[config.mk]
export PLATFORM = sky130hd
export DESIGN_NAME = mac_result_drain
export DESIGN_NICKNAME = d
export VERILOG_FILES = /design/src/rtl/mac_result_drain.sv
export SDC_FILE = /design/constraint.sdc
export NUM_CORES = 1
export LEC_CHECK = 0
export ABC_AREA = 1
export CORE_ASPECT_RATIO = 1.5
export CORE_MARGIN = 5
export CORE_UTILIZATION = 53
export CTS_CLUSTER_SIZE = 30
export DETAILED_ROUTE_END_ITERATION = 8
export HOLD_SLACK_MARGIN = 0.02
export MAX_ROUTING_LAYER = met4
export PLACE_DENSITY = 0.83
export SLEW_MARGIN = 10
export SYNTH_ARGS = -nofsm -noshare
export SYNTH_HDL_FRONTEND = slang
export SYNTH_SLANG_ARGS = --single-unit
[constraint.sdc]
create_clock -name i_clk -period 4.9 [get_ports i_clk]
set_input_delay 1.225 -clock i_clk [delete_from_list [all_inputs] [get_ports i_clk]]
set_output_delay 1.225 -clock i_clk [all_outputs]
set_load 0.05 [all_outputs]
[src/rtl/mac_result_drain.sv]
// mac_result_drain: consumer end of the shared MAC bank.
// Captures one vector of LANES signed accumulators plus per-lane biases in a single
// handshake, then streams one post-processed word per lane to a feature buffer write port.
// Per-lane processing: bias add, round-half-up arithmetic shift, optional ReLU, saturation.
//
// Ports:
//   i_clk, i_rst_n        clock (rising edge), asynchronous active-low reset
//   i_cap_valid/o_cap_ready  capture handshake for i_mac_in, i_bias_in, i_base_addr, i_relu_en
//   i_mac_in              LANES x ACC_W signed accumulators, lane k at [k*ACC_W +: ACC_W]
//   i_bias_in             LANES x BIAS_W signed biases, lane k at [k*BIAS_W +: BIAS_W]
//   i_base_addr           write address of lane 0 (lanes wrap modulo 2^ADDR_W)
//   i_relu_en             clamp negative results to zero
//   o_out_valid/i_out_ready  write handshake for o_out_addr/o_out_data
//   o_busy                vector held and not fully drained
//   o_done                one-cycle pulse after the last lane is accepted
module mac_result_drain #(
  parameter int unsigned LANES  = 6,
  parameter int unsigned ACC_W  = 23,
  parameter int unsigned BIAS_W = 16,
  parameter int unsigned OUT_W  = 16,
  parameter int unsigned SHIFT  = 7,
  parameter int unsigned ADDR_W = 10
) (
  input  logic                      i_clk,
  input  logic                      i_rst_n,
  input  logic                      i_cap_valid,
  output logic                      o_cap_ready,
  input  logic [LANES*ACC_W-1:0]    i_mac_in,
  input  logic [LANES*BIAS_W-1:0]   i_bias_in,
  input  logic [ADDR_W-1:0]         i_base_addr,
  input  logic                      i_relu_en,
  output logic                      o_out_valid,
  input  logic                      i_out_ready,
  output logic [ADDR_W-1:0]         o_out_addr,
  output logic [OUT_W-1:0]          o_out_data,
  output logic                      o_busy,
  output logic                      o_done
);

  localparam int unsigned LaneW = (LANES > 1) ? $clog2(LANES) : 1;
  // Two guard bits: acc + bias + rounding constant can never overflow.
  localparam int unsigned SumW  = ACC_W + 2;
  localparam int unsigned RndSh = (SHIFT > 0) ? SHIFT - 1 : 0;

  localparam logic signed [SumW-1:0] Round  = SumW'(SHIFT > 0) << RndSh;
  localparam logic signed [SumW-1:0] SatMax = {{(SumW-OUT_W+1){1'b0}}, {(OUT_W-1){1'b1}}};
  localparam logic signed [SumW-1:0] SatMin = ~SatMax;

  typedef enum logic {StIdle, StDrain} state_e;

  state_e                  r_state, w_state_nxt;
  logic [LaneW-1:0]        r_lane, w_lane_nxt;
  logic                    r_out_valid, w_valid_nxt;
  logic [ADDR_W-1:0]       r_out_addr, w_addr_nxt;
  logic [OUT_W-1:0]        r_out_data, w_data_nxt;
  logic                    r_done, w_done_nxt;

  // Captured copy of the vector; inputs are free to change once it is taken.
  logic [LANES*ACC_W-1:0]  r_mac;
  logic [LANES*BIAS_W-1:0] r_bias;
  logic [ADDR_W-1:0]       r_base;
  logic                    r_relu;

  logic                    w_cap;
  logic                    w_last;
  logic [LaneW-1:0]        w_sel_lane;
  logic [ACC_W-1:0]        w_acc_sel;
  logic [BIAS_W-1:0]       w_bias_sel;
  logic                    w_relu_sel;
  logic signed [SumW-1:0]  w_acc_ext, w_bias_ext, w_sum, w_shr;
  logic [OUT_W-1:0]        w_res;

  assign w_cap      = (r_state == StIdle) && i_cap_valid;
  assign w_last     = (r_lane == LaneW'(LANES - 1));
  // Lane whose result is loaded into the output register next; clamped so the
  // part-select never leaves the vector.
  assign w_sel_lane = w_last ? r_lane : r_lane + LaneW'(1);

  // One shared post-processing unit: on capture it works straight from the inputs so
  // lane 0 is presented the very next cycle; afterwards it works from the captured copy.
  always_comb begin
    if (w_cap) begin
      w_acc_sel  = i_mac_in[0 +: ACC_W];
      w_bias_sel = i_bias_in[0 +: BIAS_W];
      w_relu_sel = i_relu_en;
    end else begin
      w_acc_sel  = r_mac[w_sel_lane*ACC_W +: ACC_W];
      w_bias_sel = r_bias[w_sel_lane*BIAS_W +: BIAS_W];
      w_relu_sel = r_relu;
    end
  end

  assign w_acc_ext  = {{2{w_acc_sel[ACC_W-1]}}, w_acc_sel};
  assign w_bias_ext = {{(SumW-BIAS_W){w_bias_sel[BIAS_W-1]}}, w_bias_sel};
  assign w_sum      = w_acc_ext + w_bias_ext + Round;
  assign w_shr      = w_sum >>> SHIFT;

  always_comb begin
    w_res = w_shr[OUT_W-1:0];
    if (w_relu_sel && w_shr[SumW-1]) begin
      w_res = '0;
    end else if (w_shr > SatMax) begin
      w_res = {1'b0, {(OUT_W-1){1'b1}}};
    end else if (w_shr < SatMin) begin
      w_res = {1'b1, {(OUT_W-1){1'b0}}};
    end
  end

  always_comb begin
    w_state_nxt = r_state;
    w_lane_nxt  = r_lane;
    w_valid_nxt = r_out_valid;
    w_addr_nxt  = r_out_addr;
    w_data_nxt  = r_out_data;
    w_done_nxt  = 1'b0;
    unique case (r_state)
      StIdle: begin
        if (i_cap_valid) begin
          w_state_nxt = StDrain;
          w_lane_nxt  = '0;
          w_valid_nxt = 1'b1;
          w_addr_nxt  = i_base_addr;
          w_data_nxt  = w_res;
        end
      end
      StDrain: begin
        if (i_out_ready) begin
          if (w_last) begin
            w_state_nxt = StIdle;
            w_lane_nxt  = '0;
            w_valid_nxt = 1'b0;
            w_done_nxt  = 1'b1;
          end else begin
            w_lane_nxt  = w_sel_lane;
            w_addr_nxt  = r_base + ADDR_W'(w_sel_lane);
            w_data_nxt  = w_res;
          end
        end
      end
      default: w_state_nxt = StIdle;
    endcase
  end

  always_ff @(posedge i_clk or negedge i_rst_n) begin
    if (!i_rst_n) begin
      r_state     <= StIdle;
      r_lane      <= '0;
      r_out_valid <= 1'b0;
      r_out_addr  <= '0;
      r_out_data  <= '0;
      r_done      <= 1'b0;
    end else begin
      r_state     <= w_state_nxt;
      r_lane      <= w_lane_nxt;
      r_out_valid <= w_valid_nxt;
      r_out_addr  <= w_addr_nxt;
      r_out_data  <= w_data_nxt;
      r_done      <= w_done_nxt;
    end
  end

  always_ff @(posedge i_clk or negedge i_rst_n) begin
    if (!i_rst_n) begin
      r_mac  <= '0;
      r_bias <= '0;
      r_base <= '0;
      r_relu <= 1'b0;
    end else if (w_cap) begin
      r_mac  <= i_mac_in;
      r_bias <= i_bias_in;
      r_base <= i_base_addr;
      r_relu <= i_relu_en;
    end
  end

  assign o_cap_ready = (r_state == StIdle);
  assign o_busy      = (r_state == StDrain);
  assign o_out_valid = r_out_valid;
  assign o_out_addr  = r_out_addr;
  assign o_out_data  = r_out_data;
  assign o_done      = r_done;

endmodule

==> results of run 1 <==
## cells in the final DEF, fill, tap and decap left out, types with 6 or more instances in the layout
cell | netlist | layout
sky130_fd_sc_hd__clkinv_2 | 0 | 7
sky130_fd_sc_hd__clkbuf_16 | 0 | 29
sky130_fd_sc_hd__nand2_2 | 9 | 11
sky130_fd_sc_hd__o211ai_1 | 12 | 12
sky130_fd_sc_hd__nor2_1 | 98 | 94
sky130_fd_sc_hd__inv_1 | 92 | 91
sky130_fd_sc_hd__dfrtp_1 | 277 | 277
sky130_fd_sc_hd__nand2_1 | 934 | 931
sky130_fd_sc_hd__nand3_1 | 37 | 36
sky130_fd_sc_hd__o221ai_1 | 6 | 6
sky130_fd_sc_hd__o21a_1 | 12 | 12
sky130_fd_sc_hd__xor2_1 | 13 | 13
sky130_fd_sc_hd__clkdlybuf4s50_1 | 0 | 277
sky130_fd_sc_hd__o31ai_1 | 12 | 12
sky130_fd_sc_hd__a31oi_1 | 22 | 22
sky130_fd_sc_hd__buf_4 | 0 | 66
sky130_fd_sc_hd__mux2i_1 | 12 | 12
sky130_fd_sc_hd__a21oi_1 | 95 | 90
sky130_fd_sc_hd__buf_12 | 0 | 10
sky130_fd_sc_hd__clkbuf_8 | 0 | 7
sky130_fd_sc_hd__o21ai_0 | 133 | 127
sky130_fd_sc_hd__ha_1 | 50 | 47
sky130_fd_sc_hd__nor3_1 | 19 | 19
## through the flow
stage	util (%)	hold WS, ps	setup slack (ps)	instances	setup TNS, ps
finish	70.4	478	282	2614	0
global route	70.4	499	-23.9	2614	-43.0
global placement	66.6	463	60.7	2558	0
CTS	69.9	480	82.0	2606	0
detailed placement	66.6	464	72.1	2558	0
floorplan	-	444	636	1964	0
## registers in the layout, indices dropped and copies added, names as in the netlist, 3 cells and up
| register | flops |
|---|---|
| r_lane | 3 |
| r_mac | 138 |
| r_bias | 96 |
| o_out_addr | 10 |
| o_out_data | 16 |
| r_base | 10 |
## final timing paths
kind                                  to
setup / recovery           o_out_data[3]
hold / removal                r_bias[85]
setup reg to reg           o_out_data[3]
hold reg to reg               r_bias[85]
max in group asynchronous     r_bias[69]
min in group asynchronous  o_out_addr[6]
## per-layer routing
metal | routed length, um | GRT usage [%] | vias to the layer above
met2 | 25500 | 56.3 | 673
met3 | 3200 | 3.55 | 137
met1 | 18500 | 37.4 | 6731
met5 | 0 | - | -
li1 | - | - | 6827
met4 | 3080 | 16.6 | 0
## logic make-up (layout without fill, tap and decap cells)
logic type / count (synthesis) / after routing / share of synthesized area, %
flops: 277 / 277 / 47.5
compound gates: 298 / 298 / 11.3
xor+xnor: 17 / 17 / 1.02
other cells: 0 / 4 / 0
mux: 12 / 12 / 0.824
fa+ha+maj: 51 / 51 / 4.43
simple gates: 1108 / 1109 / 29.5
buf+inv: 201 / 504 / 5.38
## layout make-up
cell class	instances	area, sq um
Antenna cell	4	10.0
Clock buffer	37	783
Clock inverter	11	111
Fill cell	2205	8050
Inverter	97	379
Multi-Input combinational cell	1487	6940
Sequential cell	277	6930
Tap cell	342	428
Timing Repair Buffer	359	3580
## timing repair
| action | in CTS | in global routing |
|---|---|---|
| setup buffers | 0 | 1 |
| resized for setup | 0 | 28 |
| endpoints found under the hold margin | 0 | 0 |
| endpoints found under the setup margin | 0 | 16 |
## worst reg2reg max path: cells and delay by family (launching register included)
family | cells | cell delay (ps)
AO/OA/AOI/OAI | 3 | 360
buffers and inverters | 7 | 960
flip-flops | 1 | 400
AND/OR/NAND/NOR | 14 | 1590
adder cells (fa/ha/maj) | 4 | 1190
==> flow_results.org, run 1 <==
** Drt
- Violation count after the first detailed-route iteration :: approximately 1,200
- The routed design has 50,300 um of wire.
- Overall via count from detail_route :: approximately 14,000
- After detailed routing, the number of remaining DRC violations is 0.
- In the routed layout, each cell is associated on average with a via count of 5.50.
- The first TritonRoute pass finished after 5 iterations.
- Average wire per standard cell :: between 15 and 20 um
- Remaining antenna violation count :: 0

** Placement
- Last weighted congestion value of the routability-driven placer :: 1.01
- Once placement finished, the instance area stood at 0.0181 sq mm.
- Count of buffers from port buffering :: 278
- Sum of net half-perimeters after detailed placement :: 37,700 um

** Synth
- Most used flip-flop cell after synthesis :: sky130_fd_sc_hd__dfrtp_1
- Syn_area_per_cell :: between 7 and 8 sq um
- In the synthesized netlist, the number of instances is 1,964.
- The synthesized netlist occupies a cell area of 0.0146 sq mm.
- Largest cells by area after synthesis :: sky130_fd_sc_hd__dfrtp_1 (48%), sky130_fd_sc_hd__nand2_1 (24%), sky130_fd_sc_hd__o21ai_0 (4.6%), sky130_fd_sc_hd__ha_1 (4.3%), sky130_fd_sc_hd__a21oi_1 (3.3%)
- Ranking of synthesized cells by instance count :: sky130_fd_sc_hd__nand2_1 (934), sky130_fd_sc_hd__dfrtp_1 (277), sky130_fd_sc_hd__o21ai_0 (133)
- Fraction of synthesis flops using an asynchronous set or reset pin :: 100%
- Area fraction of the dominant cell type after synthesis :: 47.5%
- After synthesis the netlist holds a flip-flop and latch count of between 200 and 300.
- For this run, the register share of the synthesized area comes to between 40 and 50%.
- Counting every net in the synthesized netlist gives 2,264.
- Number of warning messages in the yosys log :: 0
- In this run, synthesis inferred 0 flip-flops with an integrated enable.
- Most area-hungry cell type in the Yosys netlist :: sky130_fd_sc_hd__dfrtp_1
- Yosys cell types :: 37
- In the post-synthesis netlist, the cell with the most instances is sky130_fd_sc_hd__nand2_1.

** STA
- Clock skew on the completed layout was measured at 9.33 ps.
- Share of the clock period used by the worst path :: 94.2%
- For the finished layout, the period the worst path requires is 4620 ps.
- The worst pin sits at a relative slew slack of 25.4%.
- At the pin with the least slew margin, the transition time is 1120 ps.
- Slew Viols, Final :: 0
- Count of final setup violators :: 0
- Achievable clock frequency :: roughly 220 MHz
- Final hold vios :: 0

** Clocking
- CTS buffer count :: 26
- Clock slew seen by the registers of the worst setup and hold paths :: 70 ps
- Worst-skew pair later-pin latency :: around 550 ps
- In this run the clock root is driven by a sky130_fd_sc_hd__clkbuf_16.
- Clock tree synthesis found a total of 277 sinks.
- Max clock buf depth :: 3
- TritonCTS built the clock tree.
- In this run the number of H-tree levels came out at 1.
- Number of hold buffers added after cts :: 0

** Finish
- Final std cell area, no fill :: about 0.019 sq mm
- Area added between synthesis and finish :: 31.5%
- At the end of the flow, the number of nets in the layout was 2,548.
- Of the cells placed in the final design, the portion with a size suffix greater than 1 is 7.32%.

** Floorplanning
- Vert. Die Dim :: 213 um
- Number of placement rows :: between 70 and 80
- I/O pin total :: 279
- Die outline width :: 145 um
- Core area :: 0.0272 sq mm
- For this configuration, the core starts out at a cell density of between 50% and 60%.
- The floorplan step defined a die boundary enclosing 0.0310 sq mm.

** GRT
- Global routing used between 30 and 40% of the available tracks across all layers.
- Maximum number of pins on one net before global-route repair :: just over 100
- The number of global-route vias before repair is 14,500.
- Summed over all layers, the global routing overflow is 0.
- The initial antenna violation count was 4.
- First-pass GRT wire length :: 77,300 um

** Setup path
- Reg2Reg Launch Point :: r_lane[1]
- R2R cell count :: 28
- The slowest stage of the critical path is the sky130_fd_sc_hd__dfrtp_1 cell.
- Kind of cell adding the most delay to the critical path :: simple AND/OR/NAND/NOR gates
- The setup path with the least slack is of type reg2reg.
- CP Buf/Inv Count :: 7
- The worst setup path is captured at a register.
- In this design, the stage delay of the slowest critical-path cell is 400 ps.
- Data on the critical path is required at its endpoint by between 5000 and 6000 ps.
- In this design, the critical path's most frequently occurring cell is sky130_fd_sc_hd__nand2_1.
- At the worst endpoint, the arrival time is 5050 ps.
- Minimum setup slack among reg-to-reg paths :: between 200 and 300 ps
- Timing startpoint of the critical path :: r_lane[1]
- The critical path runs through a total of 28 cells.
- The worst setup path is launched from a register.
- In this run the worst path has a maximum fanout of 19.

** Min path
- The tightest min-delay check is of the reg2reg type.
- The worst hold path begins at r_bias[85].
- The worst hold path passes through 2 cells.

** Outcome
- Run status :: finished, final reports clean

** Flow run
- Number of max-capacitance violations reported :: 0
Power of run 1 is not shown: default switching activity piles up to over one toggle a cycle in this logic, so the estimate is an artifact.
==> inputs of run 2 (changes only) <==
--- a/config.mk
+++ b/config.mk
@@ -9,7 +9,7 @@
 export CORE_ASPECT_RATIO = 1.5
 export CORE_MARGIN = 5
 export CORE_UTILIZATION = 53
-export CTS_CLUSTER_SIZE = 30
+export CTS_CLUSTER_SIZE = 10
 export DETAILED_ROUTE_END_ITERATION = 8
 export HOLD_SLACK_MARGIN = 0.02
 export MAX_ROUTING_LAYER = met4
@@ -18,3 +18,4 @@
 export SYNTH_ARGS = -nofsm -noshare
 export SYNTH_HDL_FRONTEND = slang
 export SYNTH_SLANG_ARGS = --single-unit
+export TNS_END_PERCENT = 1
==> run 2 against run 1 <==
Net effect: wire length rose by 0.32%; register-to-register slack improved by 20 ps; global-route usage increased by 0.056 points; clock skew up 2.7 ps; die area did not move; worst hold slack lost 1.9 ps; core utilization decreased by 0.39 points; sequential share of layout area is 0.20 points higher.
==> flow_results.org, run 2 (synthesis gave the netlist of run 1 again) <==
** Finish
- Area added between synthesis and finish :: 30.8%
- Register with the highest flop count :: r_mac
- The finished layout holds 2,600 standard cells, fillers aside.
- Once layout is done, the placed cells without fillers occupy 0.0191 sq mm.
- Most frequent cells in the layout :: sky130_fd_sc_hd__nand2_1 (931), sky130_fd_sc_hd__clkdlybuf4s50_1 (277), sky130_fd_sc_hd__dfrtp_1 (277), sky130_fd_sc_hd__o21ai_0 (128), sky130_fd_sc_hd__nor2_1 (94)
- Layout filler cell count :: roughly 2,200
- The library cell used most frequently in the layout, excluding fill and tap cells, is sky130_fd_sc_hd__nand2_1.
- The register with the most flip-flops in the layout has about 140 of them.
- Final layout net count :: 2,553
- Share of final-layout standard cells stronger than drive strength 1 :: 6.74%

** Clocking
- The clock drives 277 sinks.
- In this run, CTS created clock tree buffers numbering 31.
- Counting along the longest clock path gives a buffer depth of 3.
- After clock tree synthesis, the clock-pin slew on the worst setup and hold paths is 50 ps.
- Number of H-tree levels :: 1
- Root Buffer :: sky130_fd_sc_hd__clkbuf_16
- TritonCTS clock tree :: done
- The clock reaches the later pin of the worst-skew pair after between 500 and 600 ps.
- Number of hold buffers added after cts :: 0

** Floorplanning
- The initial utilization of the core area, before any placement, comes to 53.6%.
- The floorplan step defined a die boundary enclosing 0.0310 sq mm.
- Die outline width :: 145 um
- The floorplan step defined a core boundary enclosing about 0.027 sq mm.
- Vert. Die Dim :: 213 um
- The floorplan has between 70 and 80 rows.
- I/O pin total :: 279

** GRT
- Global route total overflow :: 0
- The initial antenna violation count was 3.
- Via count of the first global-routing pass :: 14,500
- Global-route usage over all layers :: 32.5%
- Maximum number of pins on one net before global-route repair :: 103
- First-pass GRT wire length :: 77,400 um

** Setup path
- Startpoint kind of the worst setup timing path :: register
- The largest individual stage delay along the critical path comes from the cell sky130_fd_sc_hd__dfrtp_1.
- In this design, the critical path's most frequently occurring cell is sky130_fd_sc_hd__nand2_1.
- For the worst setup path, the data required time is 5360 ps.
- Critical path endpoint category :: register
- Delay of the slowest cell on the worst path :: 400 ps
- For the worst setup path, the data arrival time is 5050 ps.
- The worst setup path is of the reg2reg kind.
- CP max FO :: 19

** Drt
- Average wire per standard cell :: 19.4 um
- The detailed router placed 14,400 vias in this run.
- Overall routed net length :: a little over 50,000 um
- Once detail routing completed, the nets flagged for antenna violations numbered 0.
- In the routed design, unresolved DRC markers number 0.
- Vias per inst :: 5.55
- The first routing iteration left 1,151 violations.
- Number of detailed-route iterations in the first pass :: 5

** Placement
- In this run the tool buffered the top-level ports with approximately 280 buffer cells.
- Placed instance count :: 2,558
- Cell area after placement :: 0.0181 sq mm
- The HPWL after detailed placement is 37,700 um.
- Prior to clock tree synthesis, the placed netlist has a worst setup slack of 72.1 ps.
- At the end of routability-driven placement, the weighted congestion stood at 1.01.

** STA
- Slew Viols, Final :: 0
- Final hold vios :: 0
- For this run, the top clock speed supported by timing is 218 MHz.
- Worst hold slack :: ~480 ps
- Clock period minus worst slack :: 4600 ps
- The worst path uses 93.8% of the clock period.
- At the pin with the least slew margin, the transition time is 1120 ps.
- Count of final setup violators :: 0
- Measured against its own limit, the worst slew margin works out to 25.0%.
- Setup slack of the critical path after layout :: 305 ps
- The clock arrives with between 10 and 15 ps of skew.

** Outcome
- Run status :: finished, final reports clean

** Flow run
- Number of max-capacitance violations reported :: 0

** Min path
- The tightest min-delay check is of the reg2reg type.
==> run 2: cell types whose count changed in the layout (fill, tap and decap cells not counted), moves of 2 or more <==
cell | previous run | this run
sky130_fd_sc_hd__bufinv_16 | 2 | 0
sky130_fd_sc_hd__clkbuf_8 | 7 | 0
sky130_fd_sc_hd__clkbuf_16 | 29 | 33
sky130_fd_sc_hd__clkinv_2 | 7 | 0
==> run 2: through the flow <==
| step | util, % | TNS, ps |
|---|---|---|
| 2_1_floorplan | - | 0 |
| 3_3_place_gp | 66.6 | 0 |
| 3_5_place_dp | 66.6 | 0 |
| 4_1_cts | 69.5 | 0 |
| 5_1_grt | 70.0 | -53.7 |
| 6_report | 70.0 | 0 |
==> run 2: final timing paths <==
| check | startpoint | end | slack [ps] | cells past startpoint |
|---|---|---|---|---|
| worst min-delay path | r_bias[85] | r_bias[85] | 480 | 2 |
| worst max-delay path | r_lane[1] | o_out_data[3] | 300 | 28 |
| max in group asynchronous | i_rst_n | r_bias[50] | 3170 | 2 |
| min in group asynchronous | i_rst_n | o_out_addr[6] | 670 | 1 |
| worst min register to register | r_bias[85] | r_bias[85] | 480 | 2 |
| worst max register to register | r_lane[1] | o_out_data[3] | 300 | 28 |
==> run 2: area by class of cell <==
type	count	area (sq um)	share of cell area, %
well taps	342	428	2.24
flip-flops and latches	277	6930	36.4
clock inverters	1	8.76	0.0459
repair buffers	359	3580	18.8
inverters	97	379	1.99
clock buffers	34	787	4.13
multi-input cells	1487	6940	36.4
diodes	3	7.51	0.0394
==> run 2: what timing repair did <==
action | CTS | global route
buffers inserted | 0 | 1
setup endpoints to repair | 0 | 16
resized for setup | 0 | 26
==> run 2: worst max-delay path: cells and delay by family, from the launching register on <==
family,cells,cell delay (ps)
buffers and inverters,7,930
AO/OA/AOI/OAI,3,350
adder cells (fa/ha/maj),4,1190
AND/OR/NAND/NOR,14,1570
flip-flops,1,400
==> run 2: layer usage <==
| metal | up-vias | part of all wire, % | global-route usage [%] |
|---|---|---|---|
| met1 | 6832 | 37 | 37.4 |
| met4 | 0 | 6.0 | 16.8 |
| li1 | 6801 | - | - |
| met2 | 662 | 51 | 56.4 |
| met5 | - | 0 | - |
| met3 | 136 | 6.2 | 3.61 |
Power of run 2 is left out for the same reason.
